File: config.mk
export PLATFORM = sky130hd
export DESIGN_NAME = wb_nic_arb
export DESIGN_NICKNAME = d
export VERILOG_FILES = /design/src/rtl/wb_nic_arb.sv
export SDC_FILE = /design/constraint.sdc
export NUM_CORES = 1
export LEC_CHECK = 0
export ABC_AREA = 1
export CAP_MARGIN = 15
export CORE_AREA = 2 2 242 244
export CTS_CLUSTER_SIZE = 30
export DETAILED_ROUTE_END_ITERATION = 10
export DIE_AREA = 0 0 244 246
export GPL_TIMING_DRIVEN = 1
export PLACE_DENSITY = 0.39
export SYNTH_ARGS = -nofsm -noshare
export SYNTH_HDL_FRONTEND = slang
export SYNTH_SLANG_ARGS = --single-unit
File: constraint.sdc
create_clock -name i_clk -period 1.5 [get_ports i_clk]
set_input_delay 0.15 -clock i_clk [delete_from_list [all_inputs] [get_ports i_clk]]
set_output_delay 0.15 -clock i_clk [all_outputs]
set_load 0.02 [all_outputs]
File: src/rtl/wb_nic_arb.sv
// Registered Wishbone slave-select interconnect: one master, 2**ADDR_SEL_WIDTH slaves.
// Define WB_NIC_TIMEOUT_EN to enable the WAIT-state watchdog that errors slaves which never ack.
module wb_nic_arb #(
  parameter int unsigned ADDR_SEL_WIDTH = 4,
  parameter int unsigned ADDR_WIDTH     = 32,
  parameter int unsigned DATA_WIDTH     = 32,
  parameter logic [(1<<ADDR_SEL_WIDTH)-1:0] SLAVE_MASK = 16'h0007,
  parameter logic [DATA_WIDTH-1:0] ERR_DATA = 32'hDEAD_BEEF,
  parameter int unsigned TIMEOUT_CYCLES = 255
) (
  input  logic                                               i_clk,
  input  logic                                               i_reset,
  input  logic [ADDR_WIDTH-1:0]                              i_wb_adr,
  input  logic                                               i_wb_cyc,
  input  logic                                               i_wb_stb,
  output logic                                               o_wb_ack,
  output logic                                               o_wb_err,
  output logic [DATA_WIDTH-1:0]                              o_wb_dat,
  output logic [(1<<ADDR_SEL_WIDTH)-1:0]                     o_slave_sel,
  input  logic [(1<<ADDR_SEL_WIDTH)-1:0]                     i_slave_ack,
  input  logic [(1<<ADDR_SEL_WIDTH)-1:0][DATA_WIDTH-1:0]     i_slave_rdata,
  output logic                                               o_busy
);
  localparam int unsigned N = 1 << ADDR_SEL_WIDTH;

  typedef enum logic [1:0] {
    S_IDLE,
    S_WAIT,
    S_RESP
  } state_t;

  state_t                    r_state;
  logic [ADDR_SEL_WIDTH-1:0] r_idx;
  logic [N-1:0]              r_slave_sel;
  logic                      r_ack;
  logic                      r_err;
  logic [DATA_WIDTH-1:0]     r_dat;
`ifdef WB_NIC_TIMEOUT_EN
  logic [15:0]               r_wdog;
`endif

  logic                      w_req;
  logic [ADDR_SEL_WIDTH-1:0] w_idx;
  logic [N-1:0]              w_onehot;
  logic                      w_sack;
  logic [DATA_WIDTH-1:0]     w_srdata;
  logic                      w_unused_adr;

  assign w_req        = i_wb_cyc & i_wb_stb;
  assign w_idx        = i_wb_adr[ADDR_WIDTH-1 -: ADDR_SEL_WIDTH];
  assign w_unused_adr = ^i_wb_adr[ADDR_WIDTH-ADDR_SEL_WIDTH-1:0];
  // Only the latched target's ack/data is observed; other slaves' acks are ignored.
  assign w_sack       = i_slave_ack[r_idx];
  assign w_srdata     = i_slave_rdata[r_idx];

  always_comb begin
    w_onehot        = '0;
    w_onehot[w_idx] = 1'b1;
  end

  always_ff @(posedge i_clk or posedge i_reset) begin
    if (i_reset) begin
      r_state     <= S_IDLE;
      r_idx       <= '0;
      r_slave_sel <= '0;
      r_ack       <= 1'b0;
      r_err       <= 1'b0;
      r_dat       <= '0;
`ifdef WB_NIC_TIMEOUT_EN
      r_wdog      <= '0;
`endif
    end else begin
      r_ack <= 1'b0;
      r_err <= 1'b0;
      case (r_state)
        S_IDLE: begin
          if (w_req) begin
            r_idx <= w_idx;
            if (SLAVE_MASK[w_idx]) begin
              r_slave_sel <= w_onehot;
              r_state     <= S_WAIT;
`ifdef WB_NIC_TIMEOUT_EN
              r_wdog      <= '0;
`endif
            end else begin
              r_err   <= 1'b1;
              r_dat   <= ERR_DATA;
              r_state <= S_RESP;
            end
          end
        end
        S_WAIT: begin
          // Abort takes priority over a same-cycle slave ack.
          if (!i_wb_cyc) begin
            r_slave_sel <= '0;
            r_state     <= S_IDLE;
          end else if (w_sack) begin
            r_dat       <= w_srdata;
            r_ack       <= 1'b1;
            r_slave_sel <= '0;
            r_state     <= S_RESP;
          end
`ifdef WB_NIC_TIMEOUT_EN
          else if (r_wdog == 16'(TIMEOUT_CYCLES - 1)) begin
            r_err       <= 1'b1;
            r_dat       <= ERR_DATA;
            r_slave_sel <= '0;
            r_state     <= S_RESP;
          end else begin
            r_wdog <= r_wdog + 16'd1;
          end
`endif
        end
        S_RESP: begin
          r_state <= S_IDLE;
        end
        default: begin
          r_slave_sel <= '0;
          r_state     <= S_IDLE;
        end
      endcase
    end
  end

  assign o_wb_ack    = r_ack;
  assign o_wb_err    = r_err;
  assign o_wb_dat    = r_dat;
  assign o_slave_sel = r_slave_sel;
  assign o_busy      = (r_state != S_IDLE);

endmodule
Word level (Yosys, flattened, before mapping)
Memory sizes are Yosys's and may differ from the RTL's.
Cells that the tools add are included.

word-level totals
  register bits = 56
  latch bits = 0
  RAM bits = 0
  memory bits (read-only) = 16
  input port bits = 564
  output and inout port bits = 51
  word-level logic and storage cells = 56
  memories = 1

cells by class
  add/sub/neg operators = 0
  multiply operators = 0
  divide/modulo/power cells = 0
  order comparisons = 3
  equal/unequal tests = 8
  shift-type cells = 0
  mux-type cells = 28
  bitwise gates (word level) = 2
  reduce and logical (&&, ||, !) cells = 8

memory list
  name              depth  bits a word  read ports  clocked after memory_dff  write ports  RTL line  text
  (name not given)  16     1            1           0                         0            79        if (SLAVE_MASK[w_idx]) begin

operators by type and width
  operator                                                            number
  two-way mux 32 bit                                                  5
  binary-select mux 32 bit (select 4 bit)                             1
  two-way mux 16 bit                                                  4
  case mux 32 bit (2 select lines)                                    1
  case mux 16 bit (3 select lines)                                    1
  less-than comparator 4 x 5 -> 1 bit (second input constant)         2
  inequality test 2 bit (second input constant)                       5
  two-way mux 1 bit                                                   9
  two-way mux 2 bit                                                   4
  AND reduction 5 bit                                                 1
  binary-select mux 1 bit (select 4 bit)                              1
  demux 1 bit (select 4 bit)                                          1
  greater-or-equal comparator 4 x 1 -> 1 bit (second input constant)  1
  case mux 2 bit (2 select lines)                                     1
  AND reduction 2 bit                                                 2
  AND reduction 4 bit                                                 1
  nonzero test 2 bit                                                  2
  inequality test 3 bit (second input constant)                       1
  equality test 2 x 1 -> 1 bit (second input constant)                1
  equality test 2 bit (second input constant)                         1
  zero test 2 bit                                                     1
  AND 1 bit                                                           1
  logical AND 1 bit                                                   1
  inverter 1 bit                                                      1

Logic depth before layout (Yosys ltp)
  depth in word-level cells = 7
  depth in mapped cells = 14
  gate-level depth less buffers = 11

Worst setup path after synthesis
No wires, ideal clock.

  kind = reg2reg
  start = register r_idx[0]
  end = register r_dat[19], in the netlist o_wb_dat[19]
  setup time = 0.119 ns
  arrival = 1.548 ns
  required time = 1.381 ns
  path slack = -0.167 ns
  cell stages (with the launch flop) = 12
  period minus slack after synthesis = 1.667 ns
  cell sequence = dfrtp_1 > buf_6 > buf_6 > buf_6 > buf_8 > buf_2 > o211ai_1 > nand3_1 > nand3_1 > nand3_1 > nand3_1 > nand2_1

between the ends
  word-level cells in the longest chain between the ends = 5

RTL lines
  what                                      RTL line  text
  start, declared                           33        logic [ADDR_SEL_WIDTH-1:0] r_idx;
  start signal, assigned                    78        r_idx <= w_idx;
  binary-select mux 32 bit (select 4 bit)   54        assign w_srdata = i_slave_rdata[r_idx];
  two-way mux 32 bit (not written as such)  54
  two-way mux 32 bit                        97        end else if (w_sack) begin
  two-way mux 32 bit                        94        if (!i_wb_cyc) begin
  case mux 32 bit (2 select lines)          75        case (r_state)
  end signal, assigned                      98        r_dat <= w_srdata;
  end, declared                             37        logic [DATA_WIDTH-1:0] r_dat;

Several ways; a longest one is shown, not always the timed one. The select of a mux whose other input is x is not followed.
A chain may end at the register's enable or synchronous reset.

Final worst setup path
  start = register r_idx[0]
  end = register r_dat[3], in the netlist o_wb_dat[3]

Same word-level chain as after synthesis.

==> impl_metrics.ini <==
[placed_design]
place_congestion = 0.874
dp_slack_ps = -722
dp_hpwl_um = 47400
portBuffers = 586

[route]
wirelength_um = 60100
wire_per_inst_um = 20.8
drt.antenna.violating_nets = 0
post-route-drc-count = 0
first_pass_iters = 5
via_per_inst = 4.20
drt-initial-drc-count = 419
routed-via-count = 12106

[logic_synthesis]
synth.distinct_cells = 22
synth_edf_count = 0
netlist_area_um2 = 7700
ys_seq_area_share_pct = 18.2
yosysWarnings = 0
syn_avg_cell_area_um2 = 5.18
async_flop_share_pct = 100
synth_nets = 2050
ys_ff_latch = 56
synth_cells = 1486
ys.flop_type = dfrtp_1

[power_and_ir_drop]
power_frac_comb_pct = 83.6
ir_drop_v = 0.000567
netSwitchingPower_w = 0.0114
switching_share_pct = 51.7
internal-power_w = 0.0106
clkPwrFrac_pct = 6.0
power_density_nw_per_um2 = 1320
seqPwrFrac_pct = 10.4
leakage_nw = 7.37

[timing]
holdWs_ps = 204
slew_violations = 0
slew_headroom_pct = 68.1
fmax_mhz = 520
hold_viol = 0
finalCritPeriodShare_pct = 128
rsz0062_at_grt = true
setup_viol = 51
finalClockSkew_ps = 12.5
tightest_slew_ps = 477
layout_min_cycle_time_ps = 1920
timing.final.ws_setup_ps = -422

[final_layout]
syn2layout_area_growth_pct = 116
drive_above_1_share_pct = 14.1
num-fill-cells = 6396
nNetsFinal = 2676

[setup_path]
arrival_ps = 2130
crit_path_end_kind = register
crit_required_ps = 1710
critPathKind = register to register
startpoint = r_idx[0]$_DFFE_PP0P_
cp-start-kind = register
reg2reg_to = o_wb_dat[3]$_DFFE_PP0P_
path_max_fanout = 7
crit-reg2reg-launch = r_idx[0]$_DFFE_PP0P_
reg2reg_setup_slack_ps = -420
reg2regPathDepth = 10

[clocking]
cts_buffer_depth = 2
insertion_delay_ps = 310
cts_tree = built
cts_buffers = 5
h-tree-depth = 2
path_clk_slew_ps = 90
clkSinkCount = 56
clockRootBuffer = clkbuf_16

[floorplan]
rows = 88
fp.dieArea_um2 = 60000
core-area_um2 = 57400
dieWidth_um = 244
initial_core_util_pct = 13.4
io_pins = 615
die_h_um = 246

[grt]
grt_util_all_layers_pct = 19.4
antenna_found_initial = 11
grt_max_degree = 53
grt-ovfl-total = 0
grt_pass1_wl_um = 86200
grt_pass1_vias = 12896

[job]
drv_cap = 0

[run_status]
violations = negative setup slack
status = complete, but fails checks

[min_path]
hold_path.class = input port to asynchronous set/reset pin
area by class of cell:
type                       instances  area (µm²)  share of cell area (%)
inverter                         136         536                    3.21
sequential                        56        1410                    8.48
antenna                            7        17.5                   0.105
clock buffer                       5         125                   0.751
timing repair buffer             738        7800                    46.8
multi-input combinational       1175        5800                    34.8
clock inverter                     3        25.0                   0.150
tap                              765         957                    5.74
repair_timing:
action,4_1_cts,5_1_grt
hold endpoints to repair,0,0
cloned,8,0
hold buffers,0,0
endpoints found under the setup margin,67,61
gates resized for setup,128,108
setup buffers,14,12
pin swaps,24,51
worst max-delay path: stages, from the launching register on:
cell and delay [ps]:
dfrtp_4 550, buf_6 150, buf_12 140, buf_12 140, buf_12 120, o211ai_1 210
nand3_2 150, nand3_2 130, nand3_2 80, nand3_2 90, nand2_1 50
power groups by stage:
stage                     sequential [W]  clock [W]  combinational [W]
after floorplan                  0.00262          0            0.00784
after global placement           0.00233          0             0.0163
after detailed placement         0.00233          0             0.0162
after CTS                        0.00228    0.00139             0.0181
after global routing             0.00234    0.00145             0.0201
final                            0.00228    0.00132             0.0184
per-layer routing:
| layer | up-vias | share of wire [%] | global-route usage [%] |
|---|---|---|---|
| met1 | 5543 | 39 | 21.5 |
| met5 | - | 0.077 | 0 |
| met2 | 461 | 52 | 36.9 |
| met3 | 62 | 6.7 | 4.42 |
| li1 | 6034 | - | - |
| met4 | 6 | 2.4 | 5.09 |
stage by stage:
| step | setup TNS, ps | cells | power [W] | area (µm²) | util [%] |
|---|---|---|---|---|---|
| 5_1_grt | -22740 | 2882 | 0.0239 | 16700 | 29.0 |
| 2_1_floorplan | -4700 | 1486 | 0.0105 | 7740 | - |
| 6_report | -17610 | 2885 | 0.0220 | 16700 | 29.1 |
| 4_1_cts | -17400 | 2868 | 0.0217 | 16200 | 28.3 |
| 3_3_place_gp | -20740 | 2841 | 0.0186 | 15300 | 26.6 |
| 3_5_place_dp | -21180 | 2841 | 0.0185 | 15300 | 26.6 |
worst max path at each step:
| stage | to | slack (ps) | cells after the start |
|---|---|---|---|
| floorplan | o_wb_dat[16]$_DFFE_PP0P_ | -120 | 13 |
| global placement | o_wb_dat[27]$_DFFE_PP0P_ | -730 | 12 |
| detailed placement | o_wb_dat[27]$_DFFE_PP0P_ | -720 | 12 |
| CTS | o_wb_dat[7]$_DFFE_PP0P_ | -440 | 14 |
| global route | o_wb_dat[5]$_DFFE_PP0P_ | -530 | 12 |
| finish | o_wb_dat[3]$_DFFE_PP0P_ | -420 | 10 |
synth_stat cells, types with 10 or more instances:
master / count / area share, %
nand2_1: 272 / 13
buf_2: 43 / 2.8
o21ai_0: 181 / 12
buf_6: 16 / 2.3
buf_1: 15 / 0.73
clkbuf_1: 42 / 2.0
a21oi_1: 10 / 0.65
dfrtp_1: 56 / 18
o211ai_1: 24 / 2.3
nor2_1: 386 / 19
inv_1: 132 / 6.4
nand3_1: 291 / 19
placed cells by master (no fill, tap or decap), types with 3 or more instances in the layout:
cell type and n:
nand3_2 75, dlygate4sd2_1 15, nand2_4 5, nor2_1 370, clkdlybuf4s50_1 556, o211ai_1 24
bufbuf_16 6, diode_2 7, nand4_1 3, buf_16 4, dfrtp_1 52, nor2_2 13
nand2_2 3, buf_6 18, buf_4 89, clkbuf_16 5, buf_12 39, inv_1 129
dlymetal6s2s_1 9, nand3_1 209, nand3_4 10, dfrtp_4 3, nor2_4 4, a21oi_2 6
o21ai_0 132, nor3_1 3, o21ai_1 46, nand2_1 264, a21oi_1 3
flip-flops by register name (all words and copies together) (netlist names):
signal       count
o_slave_sel     16
r_idx            4
o_wb_ack         1
o_wb_err         1
r_state          2
o_wb_dat        32
cells by family after synthesis:
family | count (synthesis) | share of synthesized area [%]
buf+inv | 255 | 15.0
simple gates | 959 | 52.0
compound gates | 216 | 14.9
flops | 56 | 18.2
No activity file was read; power rests on OpenSTA's default activity.
